**src/rtl/noc_pkt_arbiter_if.sv**
```systemverilog
// Avalon-ST stream bundle carrying the arbiter's merged output toward the NoC.
interface avalonST #(
    parameter int DATA_WIDTH = 64,
    parameter int EW         = (DATA_WIDTH > 8) ? $clog2(DATA_WIDTH / 8) : 1
);
    logic                  valid;
    logic                  ready;
    logic                  sop;
    logic                  eop;
    logic                  error;
    logic [EW-1:0]         empty;
    logic [DATA_WIDTH-1:0] data;

    modport src  (output valid, sop, eop, error, empty, data, input ready);
    modport sink (input valid, sop, eop, error, empty, data, output ready);
endinterface

```
**src/rtl/noc_pkt_arbiter.sv**
```systemverilog
// Packet-granular round-robin arbiter: NUM_IN Avalon-ST sources share one
// registered NoC ingress slot, and a packet holds the grant until its eop.
module noc_pkt_arbiter #(
    parameter int  NUM_IN     = 4,
    parameter int  DATA_WIDTH = 64,
    localparam int EW         = (DATA_WIDTH > 8) ? $clog2(DATA_WIDTH / 8) : 1,
    localparam int PW         = (NUM_IN > 1) ? $clog2(NUM_IN) : 1
) (
    input  logic                         clk,
    input  logic                         reset,
    input  logic [NUM_IN-1:0]            in_valid,
    input  logic [NUM_IN-1:0]            in_sop,
    input  logic [NUM_IN-1:0]            in_eop,
    input  logic [NUM_IN-1:0]            in_error,
    input  logic [NUM_IN*EW-1:0]         in_empty,
    input  logic [NUM_IN*DATA_WIDTH-1:0] in_data,
    output logic [NUM_IN-1:0]            in_ready,
    avalonST.src                         out,
    output logic [NUM_IN-1:0]            o_grant,
    output logic                         o_drop
);
    typedef enum logic {IDLE, LOCKED} state_t;

    state_t                state, next_state;
    logic [PW-1:0]         rr_ptr, owner, winner, sel, next_rr;
    logic                  found, slot_free, accept;
    logic [NUM_IN-1:0]     cand, orphan, grant_q;
    logic                  slot_valid, slot_sop, slot_eop, slot_error, drop_q;
    logic [EW-1:0]         slot_empty;
    logic [DATA_WIDTH-1:0] slot_data;
    int                    idx;

    // Orphans (non-sop beats while unlocked) are swallowed even when the slot
    // is busy; only packet beats depend on slot space and reset.
    always_comb begin
        cand   = in_valid & in_sop;
        orphan = (state == IDLE) ? (in_valid & ~in_sop) : '0;
        found  = 1'b0;
        winner = '0;
        idx    = 0;
        for (int k = 0; k < NUM_IN; k++) begin
            idx = (int'(rr_ptr) + k) % NUM_IN;
            if (!found && cand[PW'(idx)]) begin
                found  = 1'b1;
                winner = PW'(idx);
            end
        end
        sel       = (state == LOCKED) ? owner : winner;
        next_rr   = (int'(sel) == NUM_IN - 1) ? '0 : sel + PW'(1);
        slot_free = !slot_valid || out.ready;
        in_ready  = orphan;
        if (!reset && slot_free) begin
            if (state == LOCKED) in_ready[owner] = 1'b1;
            else if (found)      in_ready[winner] = 1'b1;
        end
        accept     = !reset && slot_free && ((state == LOCKED) ? in_valid[owner] : found);
        next_state = state;
        if (accept) begin
            if (state == IDLE && !in_eop[sel])        next_state = LOCKED;
            else if (state == LOCKED && in_eop[sel])  next_state = IDLE;
        end
    end

    always_ff @(posedge clk) begin
        if (reset) state <= IDLE;
        else       state <= next_state;
    end

    // The round-robin pointer moves only when a packet completes.
    always_ff @(posedge clk) begin
        if (reset) begin
            rr_ptr     <= '0;
            owner      <= '0;
            grant_q    <= '0;
            drop_q     <= 1'b0;
            slot_valid <= 1'b0;
            slot_sop   <= 1'b0;
            slot_eop   <= 1'b0;
            slot_error <= 1'b0;
            slot_empty <= '0;
            slot_data  <= '0;
        end else begin
            drop_q <= |orphan;
            if (accept) begin
                slot_valid <= 1'b1;
                slot_sop   <= in_sop[sel];
                slot_eop   <= in_eop[sel];
                slot_error <= in_error[sel];
                slot_empty <= in_empty[int'(sel)*EW +: EW];
                slot_data  <= in_data[int'(sel)*DATA_WIDTH +: DATA_WIDTH];
                if (state == IDLE && !in_eop[sel]) begin
                    owner   <= sel;
                    grant_q <= NUM_IN'(1) << sel;
                end else if (in_eop[sel]) begin
                    rr_ptr  <= next_rr;
                    grant_q <= '0;
                end
            end else if (out.ready) begin
                slot_valid <= 1'b0;
            end
        end
    end

    assign out.valid = slot_valid;
    assign out.sop   = slot_sop;
    assign out.eop   = slot_eop;
    assign out.error = slot_error;
    assign out.empty = slot_empty;
    assign out.data  = slot_data;
    assign o_grant   = grant_q;
    assign o_drop    = drop_q;
endmodule

```
**src/flat_wrapper.sv**
```systemverilog
// flat-port wrapper written by rule: the top's interface ports become plain ports
module noc_pkt_arbiter_flat 
#(
    parameter int  NUM_IN     = 4,
    parameter int  DATA_WIDTH = 64,
    localparam int EW         = (DATA_WIDTH > 8) ? $clog2(DATA_WIDTH / 8) : 1,
    localparam int PW         = (NUM_IN > 1) ? $clog2(NUM_IN) : 1
)
  (clk, reset, in_valid, in_sop, in_eop, in_error, in_empty, in_data, in_ready, o_grant, o_drop, out_valid, out_sop, out_eop, out_error, out_empty, out_data, out_ready);
  avalonST #(.DATA_WIDTH(DATA_WIDTH)) out_i ();
  input  logic clk;
  input  logic reset;
  input  logic [NUM_IN-1:0] in_valid;
  input  logic [NUM_IN-1:0] in_sop;
  input  logic [NUM_IN-1:0] in_eop;
  input  logic [NUM_IN-1:0] in_error;
  input  logic [NUM_IN*EW-1:0] in_empty;
  input  logic [NUM_IN*DATA_WIDTH-1:0] in_data;
  output logic [NUM_IN-1:0] in_ready;
  output logic [NUM_IN-1:0] o_grant;
  output logic o_drop;
  output wire logic [$bits(out_i.valid)-1:0] out_valid;
  output wire logic [$bits(out_i.sop)-1:0] out_sop;
  output wire logic [$bits(out_i.eop)-1:0] out_eop;
  output wire logic [$bits(out_i.error)-1:0] out_error;
  output wire logic [$bits(out_i.empty)-1:0] out_empty;
  output wire logic [$bits(out_i.data)-1:0] out_data;
  input wire logic [$bits(out_i.ready)-1:0] out_ready;
  assign out_valid = out_i.valid;
  assign out_sop = out_i.sop;
  assign out_eop = out_i.eop;
  assign out_error = out_i.error;
  assign out_empty = out_i.empty;
  assign out_data = out_i.data;
  assign out_i.ready = out_ready;
  noc_pkt_arbiter #(.NUM_IN(NUM_IN), .DATA_WIDTH(DATA_WIDTH)) u_core (.clk(clk), .reset(reset), .in_valid(in_valid), .in_sop(in_sop), .in_eop(in_eop), .in_error(in_error), .in_empty(in_empty), .in_data(in_data), .in_ready(in_ready), .out(out_i), .o_grant(o_grant), .o_drop(o_drop));
endmodule
```
**config.mk**
```make
export PLATFORM = sky130hd
export DESIGN_NAME = noc_pkt_arbiter_flat
export DESIGN_NICKNAME = d
export VERILOG_FILES = /design/src/rtl/noc_pkt_arbiter_if.sv /design/src/rtl/noc_pkt_arbiter.sv /design/src/flat_wrapper.sv
export SDC_FILE = /design/constraint.sdc
export NUM_CORES = 1
export LEC_CHECK = 0
export BUFFER_PORTS_ARGS = -buffer_cell sky130_fd_sc_hd__buf_2
export CAP_MARGIN = 30
export CORE_AREA = 2 2 141 143
export DETAILED_ROUTE_END_ITERATION = 10
export DIE_AREA = 0 0 143 145
export PLACE_DENSITY = 0.62
export SLEW_MARGIN = 20
export SYNTH_ARGS = -nofsm -noshare
export SYNTH_HDL_FRONTEND = slang
export SYNTH_SLANG_ARGS = --single-unit
```
**constraint.sdc**
```tcl
create_clock -name clk -period 2.7 [get_ports clk]
set_input_delay 0.54 -clock clk [delete_from_list [all_inputs] [get_ports clk]]
set_output_delay 0.54 -clock clk [all_outputs]
set_load 0.02 [all_outputs]
```
==> impl_results.md <==
* Final setup viols at 0
* Via/cell ratio at 5.24
* Syn nets at 887
* Syn Std Cell Area at 5270 sq um
* CP endpoint: in_ready[3]
* CTS max path bufs at 2
* Final routed wire length divided by cell count at 18.2 microns
* Netlist cell types at 52
* Layout cells sized above 1 at 47.8%
* Drt drc at 0
* R2r endpoint: u_core.out.data[6]$_SDFFE_PP0P_
* Drt first-iter violations at 416
* Congestion Overflow GR at 0
* Antenna violations before repair at 0
* Die H at 145 microns
* Leak pwr at 3.68 nW
* Psw at 1.97 mW
* GP Congestion at 0.917
* Crit. End Element: primary output
* EDFF count, synth at 0
* Worst-margin pin slew at 0.426 ns
* Post-CTS Setup Bufs at 0
* WHS at 0.475 ns
* Mapped Cells at 596
* Post-route ant nets at 0
* Clock buffers created by TritonCTS at 9
* Commonest cells in the netlist: dfxtp_1 (81), a21oi_1 (77), nand3_1 (73), o21ai_0 (71), a221o_1 (69)
* Internal power at 3.36 mW
* CP max FO at 9
* CP cell instances: nand4bb_4 > o21ai_2 > or3_4 > nor3_2 > a31oi_1 > o32ai_1 > buf_2
* Max-slew violations at 0
* HPWL after detailed placement at 15,700 microns
* Avg Synthesized Cell Area at 8.84 sq um
* PwrDens at 684 nW/um^2
* Fillers at 1,952
* R2R Path Start: u_core.rr_ptr[1]$_SDFFE_PP0P_
* CTS root buf: clkbuf_16
* Share of flip-flops with an asynchronous set or reset at 0%
* Worst slew margin at 71.6%
* CP startpoint: u_core.rr_ptr[1]$_SDFFE_PP0P_
* Final clock skew at 0.00752 ns
* Row count at 51
* Most numerous cell in the Yosys netlist: dfxtp_1
* Max-Cap Viols at 0
* Min-delay worst type: flop to flop
* Port bufs at 366
* Routed WL at 21,900 microns
* Diode count at 0
* Final setup TNS at 0 ns
* Pin count of the biggest net entering global routing at 70
* GRT Overall Usage at 20.3%
* Critical Path AT at 2.05 ns
* Die Wd at 143 microns
* Worst setup SP type: flop
* Starting density of the core at 27.4%
* Non-Filler Instances at 1,206
* DRT Pass-1 Iters at 5
* R2R depth at 8
* Die ar. at 20,700 sq um
* Vias in the first global route at 6,183
* I/O pin total at 367
* Placement Cell Area at 7420 sq um
* Core Box Area at 19,200 sq um
* Fmax at 387 MHz
* Req. time, crit path at 2.16 ns
* Yosys reg bits at 81
* Clock transition at path regs at 0.07 ns
* Seq/Total Area, Yosys at 30.8%
* Final cycle utilization of the critical path at 95.8%
* Placed cells at 1,190
* Routed vias at 6,321
* Status: complete, no violations
* Ys flop type: dfxtp_1
* Worst-skew pair later-pin latency at 0.34 ns
* Proportion of power drawn by the clock network at 27.0%
* CTS tree: built
* Max stage delay on crit path at 0.40 ns
* Switching Share at 37.0%
* Area fraction of the dominant cell type after synthesis at 30.8%
* CP Class: flop to primary output
* Top post-synthesis cells by area: dfxtp_1 (31%), a221o_1 (13%), mux2_1 (11%)
* Final hold vios at 0
* Sequential share of power at 31.2%
* Area grow syn2layout at 47.8%
* VDD IR max at 0.329 mV
* Wire length of the first global-routing pass at 33,300 microns
* CTS sink cnt at 81
* Post-synth top area cell: dfxtp_1
* RSZ-0062 raised after global routing: false
* Util after Layout at 40.5%
* Crit-path slowest cell: or3_4
* Comb power frac at 41.8%
* Flop2flop setup slack at 0.35 ns
* H-tree levels at 3
* Tmin final at 2.59 ns
* Cell area after layout at 7780 sq um
* Yosys warnings at 0
* Nets at 1,227
==> final cells by class <==
cell class	instances	area [sq um]	share of cell area (%)
Clock inverter	5	104	1.33
Tap cell	265	332	4.26
Inverter	4	15.0	0.193
Sequential cell	81	1630	20.9
Timing Repair Buffer	392	2130	27.3
Clock buffer	11	233	2.99
Multi-Input combinational cell	448	3350	43.0
==> routing by layer <==
layer,share of wire (%),track usage (%),vias up,wire (microns)
met1,41,24.6,2931,8890
li1,-,-,3011,-
met2,48,34.1,337,10400
met4,2.7,8.27,0,591
met3,9.1,4.79,42,2010
met5,0,0,-,0
==> per-stage QoR <==
stage	power, mW	setup WS, ns
CTS	5.35	0.00550
global placement	3.87	0.0534
floorplan	3.06	0.133
detailed placement	3.89	0.0593
finish	5.32	0.114
global route	5.61	0.0234
==> cells in the final DEF (no fill, tap or decap), drive strengths merged, types with 8 or more instances in the layout <==
cell type	netlist	final
buf	31	392
a221o	69	69
dfxtp	81	81
nand3	74	74
clkbuf	32	11
nor2	13	13
nand2	8	8
mux2	71	71
o21ai	73	73
a21oi	77	77
==> registers in the layout, summed over array words and instances (netlist names) <==
register and flops:
u_core.owner 2, u_core.out.data 64, u_core.out.error 1, u_core.o_grant 4
u_core.out.valid 1, u_core.state 1, u_core.out.empty 3, u_core.rr_ptr 2
u_core.out.eop 1, u_core.o_drop 1, u_core.out.sop 1
==> how the worst min path moves through the flow <==
stage	start	endpoint	slack (ns)	cells past startpoint
CTS	u_core.out.eop$_SDFFE_PP0P_	u_core.out.eop$_SDFFE_PP0P_	0.48	2
detailed placement	u_core.out.data[14]$_SDFFE_PP0P_	u_core.out.data[14]$_SDFFE_PP0P_	0.47	1
floorplan	u_core.out.eop$_SDFFE_PP0P_	u_core.out.eop$_SDFFE_PP0P_	0.55	2
global route	u_core.out.data[59]$_SDFFE_PP0P_	u_core.out.data[59]$_SDFFE_PP0P_	0.50	1
finish	u_core.out.eop$_SDFFE_PP0P_	u_core.out.eop$_SDFFE_PP0P_	0.47	2
global placement	u_core.out.data[28]$_SDFFE_PP0P_	u_core.out.data[28]$_SDFFE_PP0P_	0.46	1
==> worst max-delay path: cells and delay by family (launching register included) <==
kind | cells | cell delay [ns]
AND/OR/NAND/NOR | 3 | 0.71
flip-flops | 1 | 0.39
buffers and inverters | 1 | 0.21
AO/OA/AOI/OAI | 3 | 0.39
==> power groups by stage <==
stage | clock network (mW) | registers (mW) | logic, mW
2_1_floorplan | 0 | 2.01 | 1.05
3_3_place_gp | 0 | 1.68 | 2.20
3_5_place_dp | 0 | 1.68 | 2.21
4_1_cts | 1.48 | 1.66 | 2.22
5_1_grt | 1.52 | 1.69 | 2.39
6_report | 1.44 | 1.66 | 2.22
==> timing repair <==
action	4_1_cts	5_1_grt
pin swaps	0	0
hold buffers	0	0
setup endpoints to repair	1	1
gates resized for setup	2	4
==> cell families (layout without fill, tap and decap cells) <==
kind of cell               after synthesis  after routing  synth area share [%]
AOI/OAI and AO/OA                      249            249                  33.6
and+or+nand+nor                        123            123                  12.3
DFF                                     81             81                  30.8
muxes                                   72             72                  15.7
buffers and inverters                   67            412                  6.65
adders and majority gates                4              4                 0.950
Note: power is estimated with default switching activity, not from simulation.
